==> config.mk <==
export PLATFORM = sky130hd
export DESIGN_NAME = itp_mem
export DESIGN_NICKNAME = d
export VERILOG_FILES = /design/src/rtl/itp_mem_pkg.sv /design/src/rtl/itp_bank.sv /design/src/rtl/itp_mem.sv
export SDC_FILE = /design/constraint.sdc
export NUM_CORES = 1
export LEC_CHECK = 0
export CAP_MARGIN = 20
export CORE_ASPECT_RATIO = 1.1
export CORE_MARGIN = 2
export CORE_UTILIZATION = 35
export CTS_CLUSTER_DIAMETER = 120
export DETAILED_ROUTE_END_ITERATION = 10
export PLACE_DENSITY_LB_ADDON = 0.3
export SETUP_SLACK_MARGIN = 0.15
export SLEW_MARGIN = 25
export SYNTH_ARGS = -nofsm -noshare
export SYNTH_HDL_FRONTEND = slang
export SYNTH_SLANG_ARGS = --single-unit
==> constraint.sdc <==
create_clock -name i_clk -period 3 [get_ports i_clk]
set_clock_uncertainty 0.1 [all_clocks]
set_input_delay 0.6 -clock i_clk [delete_from_list [all_inputs] [get_ports i_clk]]
set_output_delay 0.6 -clock i_clk [all_outputs]
set_load 0.05 [all_outputs]
==> src/rtl/itp_mem_pkg.sv <==
// Shared types and constants for the column-in / row-out transpose buffer.
package itp_mem_pkg;

    localparam int BW_DEFAULT = 8;
    localparam int BLK_DIM    = 8;

    typedef logic       bank_sel_t;
    typedef logic [2:0] idx_t;

endpackage

==> src/rtl/itp_bank.sv <==
// One 8 x NCOL storage bank: a whole column is written per beat, a whole row is read out.
module itp_bank
    import itp_mem_pkg::*;
#(
    parameter int BW   = BW_DEFAULT,
    parameter int NCOL = 4
) (
    input  logic                  i_clk,
    input  logic                  i_we,
    input  idx_t                  i_wcol,
    input  logic [BLK_DIM*BW-1:0] i_wdata,
    input  idx_t                  i_rrow,
    output logic [BLK_DIM*BW-1:0] o_rdata
);

    logic [BW-1:0] mem_q [BLK_DIM][NCOL];
    logic [BW-1:0] mem_d [BLK_DIM][NCOL];

    always_comb begin
        mem_d = mem_q;
        if (i_we) begin
            for (int r = 0; r < BLK_DIM; r++) begin
                for (int c = 0; c < NCOL; c++) begin
                    if (i_wcol == idx_t'(c)) begin
                        mem_d[r][c] = i_wdata[(BLK_DIM-1-r)*BW +: BW];
                    end
                end
            end
        end
    end

    always_ff @(posedge i_clk) begin
        mem_q <= mem_d;
    end

    // Columns beyond NCOL are never stored and always read as zero.
    always_comb begin
        o_rdata = '0;
        for (int c = 0; c < NCOL; c++) begin
            o_rdata[(BLK_DIM-1-c)*BW +: BW] = mem_q[i_rrow][c];
        end
    end

endmodule

==> src/rtl/itp_mem.sv <==
// Ping-pong transpose buffer: collects NCOL column beats per 8x8 block, then emits 8 rows.
// Define ITP_MEM_LAST_EN to add o_last, flagging row 7 of each block.
module itp_mem
    import itp_mem_pkg::*;
#(
    parameter int BW   = BW_DEFAULT,
    parameter int NCOL = 4
) (
    input  logic                  i_clk,
    input  logic                  i_Reset,
    input  logic [BLK_DIM*BW-1:0] i_data,
    input  logic                  i_valid,
    output logic                  o_ready,
    output logic [BLK_DIM*BW-1:0] o_data,
    output logic                  o_valid,
`ifdef ITP_MEM_LAST_EN
    output logic                  o_last,
`endif
    input  logic                  i_ready
);

    logic [1:0] full_q, full_d;
    bank_sel_t  wr_ptr_q, wr_ptr_d;
    bank_sel_t  rd_ptr_q, rd_ptr_d;
    idx_t       col_q, col_d;
    idx_t       row_q, row_d;
    logic       acc, cons;

    logic [BLK_DIM*BW-1:0] bank_rdata [2];

    assign o_ready = !full_q[wr_ptr_q];
    assign o_valid = full_q[rd_ptr_q];
    assign acc     = i_valid && o_ready;
    assign cons    = o_valid && i_ready;

    always_comb begin
        full_d   = full_q;
        wr_ptr_d = wr_ptr_q;
        rd_ptr_d = rd_ptr_q;
        col_d    = col_q;
        row_d    = row_q;
        if (acc) begin
            if (col_q == idx_t'(NCOL-1)) begin
                full_d[wr_ptr_q] = 1'b1;
                wr_ptr_d         = !wr_ptr_q;
                col_d            = '0;
            end else begin
                col_d = col_q + 3'd1;
            end
        end
        // Write and read always target different banks, so both updates can land together.
        if (cons) begin
            row_d = row_q + 3'd1;
            if (row_q == idx_t'(BLK_DIM-1)) begin
                full_d[rd_ptr_q] = 1'b0;
                rd_ptr_d         = !rd_ptr_q;
            end
        end
    end

    always_ff @(posedge i_clk) begin
        if (i_Reset) begin
            full_q   <= '0;
            wr_ptr_q <= 1'b0;
            rd_ptr_q <= 1'b0;
            col_q    <= '0;
            row_q    <= '0;
        end else begin
            full_q   <= full_d;
            wr_ptr_q <= wr_ptr_d;
            rd_ptr_q <= rd_ptr_d;
            col_q    <= col_d;
            row_q    <= row_d;
        end
    end

    for (genvar b = 0; b < 2; b++) begin : g_bank
        itp_bank #(
            .BW   (BW),
            .NCOL (NCOL)
        ) u_bank (
            .i_clk   (i_clk),
            .i_we    (acc && (wr_ptr_q == bank_sel_t'(b))),
            .i_wcol  (col_q),
            .i_wdata (i_data),
            .i_rrow  (row_q),
            .o_rdata (bank_rdata[b])
        );
    end

    // Stale bank contents survive reset, so mask the row whenever nothing is valid.
    assign o_data = o_valid ? bank_rdata[rd_ptr_q] : '0;

`ifdef ITP_MEM_LAST_EN
    assign o_last = o_valid && (row_q == idx_t'(BLK_DIM-1));
`endif

endmodule

==> summary.md <==
| Metric | Value |
|---|---|
| CP startpoint kind | flop |
| Failing checks | setup timing |
| Dpl hpwl | 29100 µm |
| Clock power share | 40.5% |
| Gate power share | 3.9% |
| Num CTS Buffers | 48 |
| Total Nets Final | 1284 |
| RSZ-0062 raised after global routing | yes |
| Share of the synthesized area in the top cell type | 75.4% |
| CP endpoint kind | output pin |
| Sink Count | 522 |
| CP max FO | 7 |
| GR Util All Layers | 15.9% |
| Mux cell area share after synthesis | 14.0% |
| Seq/Total Area, Yosys | 76.4% |
| Status | complete, but fails checks |
| Worst skew pair latency | 0.56 ns |
| Largest net degree at the start of global routing | 65 |
| Sequential power share | 55.6% |
| Initial antenna violation count | 1 |
| Clk slew on worst S/H paths | 0.07 ns |
| Top-count cell post-synth | edfxtp_1 |
| Synth warnings | 0 |
| Area Growth Syn to Fin | 22.8% |
| Via density | 5.17 |
| Gp weighted congestion | 0.732 |
| Syn_area_per_cell | 20.1 µm² |
| Clock period minus worst slack | 3.19 ns |
| Top FF cell, synth | edfxtp_1 |
| First-pass DRT Iterations | 5 |
| WS Path Type | flop to output pin |
| Pwr Density | 588 mW/mm² |
| DIE AREA | 0.0602 mm² |
| Synth top cells by count | 512 x edfxtp_1, 100 x nand2_1, 97 x mux4_2, 67 x mux2i_1, 43 x buf_4 |
| Final period utilization | 106% |
| Post-Synth Adder-Cell Area | 0.368% |
| WL final | 47800 µm |
| CP required | 2.30 ns |
| Die Height | 257 µm |
| Overall Power | 14700 µW |
| Diodes inserted | 0 |
| Vias post-DR | 10300 |
| Vias in the first global route | 10500 |
| Max Cap Viol | 0 |
| Cell variety after synth | 32 |
| Relative slew slack | 60.1% |
| DRC Markers | 0 |
| Post-Layout Cell Count | 1997 |
| Mapped Area | 0.0204 mm² |
| Setup WS pre-CTS | 0.288 ns |
| Worst-Margin Slew | 0.596 ns |
| Switch share | 20.1% |
| First-pass GRT wire length | 70500 µm |
| WHS Path Cells | 2 |
| Seq cells post-synth | 522 |
| XOR/XNOR Fraction of Synth Area | 0.0430% |
| Initial Utilization | 35.5% |
| Ys async rst share | 0% |
| Port bufs | 101 |
| Setup TNS | -3.63 ns |
| Final setup fails | 32 |
| Ports | 134 |
| Final Hold Vio Count | 0 |
| Chip width | 234 µm |
| Core area | 0.0574 mm² |
| CTS tree | built |
| Simple-Gate Fraction of Synth Area | 3.50% |
| Filler Cell Count | 4867 |
| Fin. max-slew vios | 0 |
| Hold crit path type | flop to flop |
| Synth top area cells | edfxtp_1 75%, mux4_2 11%, mux2i_1 3.3% |
| EDFF count, synth | 512 |
| Placed cells | 1858 |
| CTS Buffer Depth | 3 |
| Cell area after layout | 0.0250 mm² |
| Max Clk Rate | 313 MHz |
| Main combinational cell family by area after synthesis | multiplexers |
| Synth Area in Compound Gates | 2.83% |
| DR WL/cell | 24.0 µm |
| Int Pwr | 11800 µW |
| Largest area contributor in the netlist | edfxtp_1 |
| Leak | 0.00780 µW |
| Critical Path AT | 2.49 ns |
| Final ANT Viol Nets | 0 |
| DP Area | 0.0226 mm² |
| Htree depth | 2 |
| Layout cells sized above 1 | 25.4% |
| DR iter-0 viols | 777 |
| Cells on worst reg2reg path | 5 |
| Root Driver | clkbuf_16 |
| Rows | 92 |
| Post-Synthesis Cells | 1015 |
| Final WS setup | -0.190 ns |
| Peak supply drop | 0.390 mV |
| Global route overflow | 0 |
| Psw | 2970 µW |
[placed cells by master (no fill, tap or decap), types with 3 or more instances in the layout]
master           instances
ha_1                     6
dfxtp_1                  6
and2_4                   6
buf_16                  15
clkbuf_1                11
clkdlybuf4s50_1         67
inv_1                    4
clkinv_2                 6
conb_1                  32
nand2_1                 97
clkbuf_16               53
edfxtp_1               512
buf_12                  39
nand4_1                 31
mux2i_1                 65
clkinvlp_4               3
nor2_1                   4
buf_6                    7
mux4_2                  97
a21oi_1                  5
clkinv_1                10
buf_4                   65
nand2_2                  3
o211ai_1                31
bufinv_16                5
a32oi_1                 29
[metal layers]
layer	share of wire [%]	global-route usage, %	vias up	wire [µm]
met1	43	21.9	5458	20600
met3	6.2	3.41	58	2960
met2	49	25.7	316	23400
met5	0.027	0	-	13
li1	-	-	4489	-
met4	1.8	4.20	2	863
[flip-flops by register name, summed over array words and instances, names as in the netlist]
| name | flops |
|---|---|
| wr_ptr_q | 1 |
| rd_ptr_q | 1 |
| col_q | 3 |
| row_q | 3 |
| full_q | 2 |
| g_bank.u_bank.mem_q | 512 |
[stage by stage]
step | utilization (%) | hold slack [ns]
final | 43.6 | 0.369
after global routing | 43.6 | 0.405
after CTS | 43.2 | 0.368
after detailed placement | 39.3 | 0.360
after global placement | 39.3 | 0.347
after floorplan | - | 0.335
[area by class of cell]
class,count,area (µm²),share of cell area (%)
clock buffers,60,1270,5.06
multi-input cells,432,4420,17.6
repair buffers,200,2560,10.2
clock inverters,25,249,0.994
inverters,6,22.5,0.0899
well taps,752,941,3.76
flip-flops and latches,522,15600,62.2
[worst max-delay path, cell delays in order (launching register included)]
cell,delay [ns]
dfxtp_4,0.43
buf_12,0.16
buf_12,0.14
buf_12,0.13
mux4_2,0.48
a32oi_1,0.17
o211ai_1,0.17
buf_4,0.24
[kinds of logic after synthesis]
family          after synthesis
fa+ha+maj                     6
other cells                   1
flops                       522
buf+inv                      92
xor+xnor                      1
simple gates                155
mux                         164
compound gates               74
[power by group through the flow]
stage | combinational, µW | sequential (µW) | clock, µW
floorplan | 273 | 8350 | 0
global placement | 549 | 8340 | 0
detailed placement | 555 | 8350 | 0
CTS | 578 | 8190 | 6110
global route | 612 | 8200 | 6360
finish | 575 | 8190 | 5970
[worst paths after layout]
kind / startpoint / endpoint / slack, ns
hold reg to reg: col_q[2] / col_q[2] / 0.37
hold / removal: col_q[2] / col_q[2] / 0.37
setup / recovery: row_q[0] / o_data[41] / -0.19
setup reg to reg: col_q[0] / g_bank[1].u_bank.mem_q[68] / 0.91
[what timing repair did]
item / 4_1_cts / 5_1_grt
hold endpoints to repair: 0 / 0
gates cloned: 11 / 3
pin swaps: 19 / 25
endpoints found under the setup margin: 34 / 32
hold buffers: 0 / 0
resized for setup: 35 / 13
buffers inserted: 28 / 12
Power figures use the tool's default switching activity.
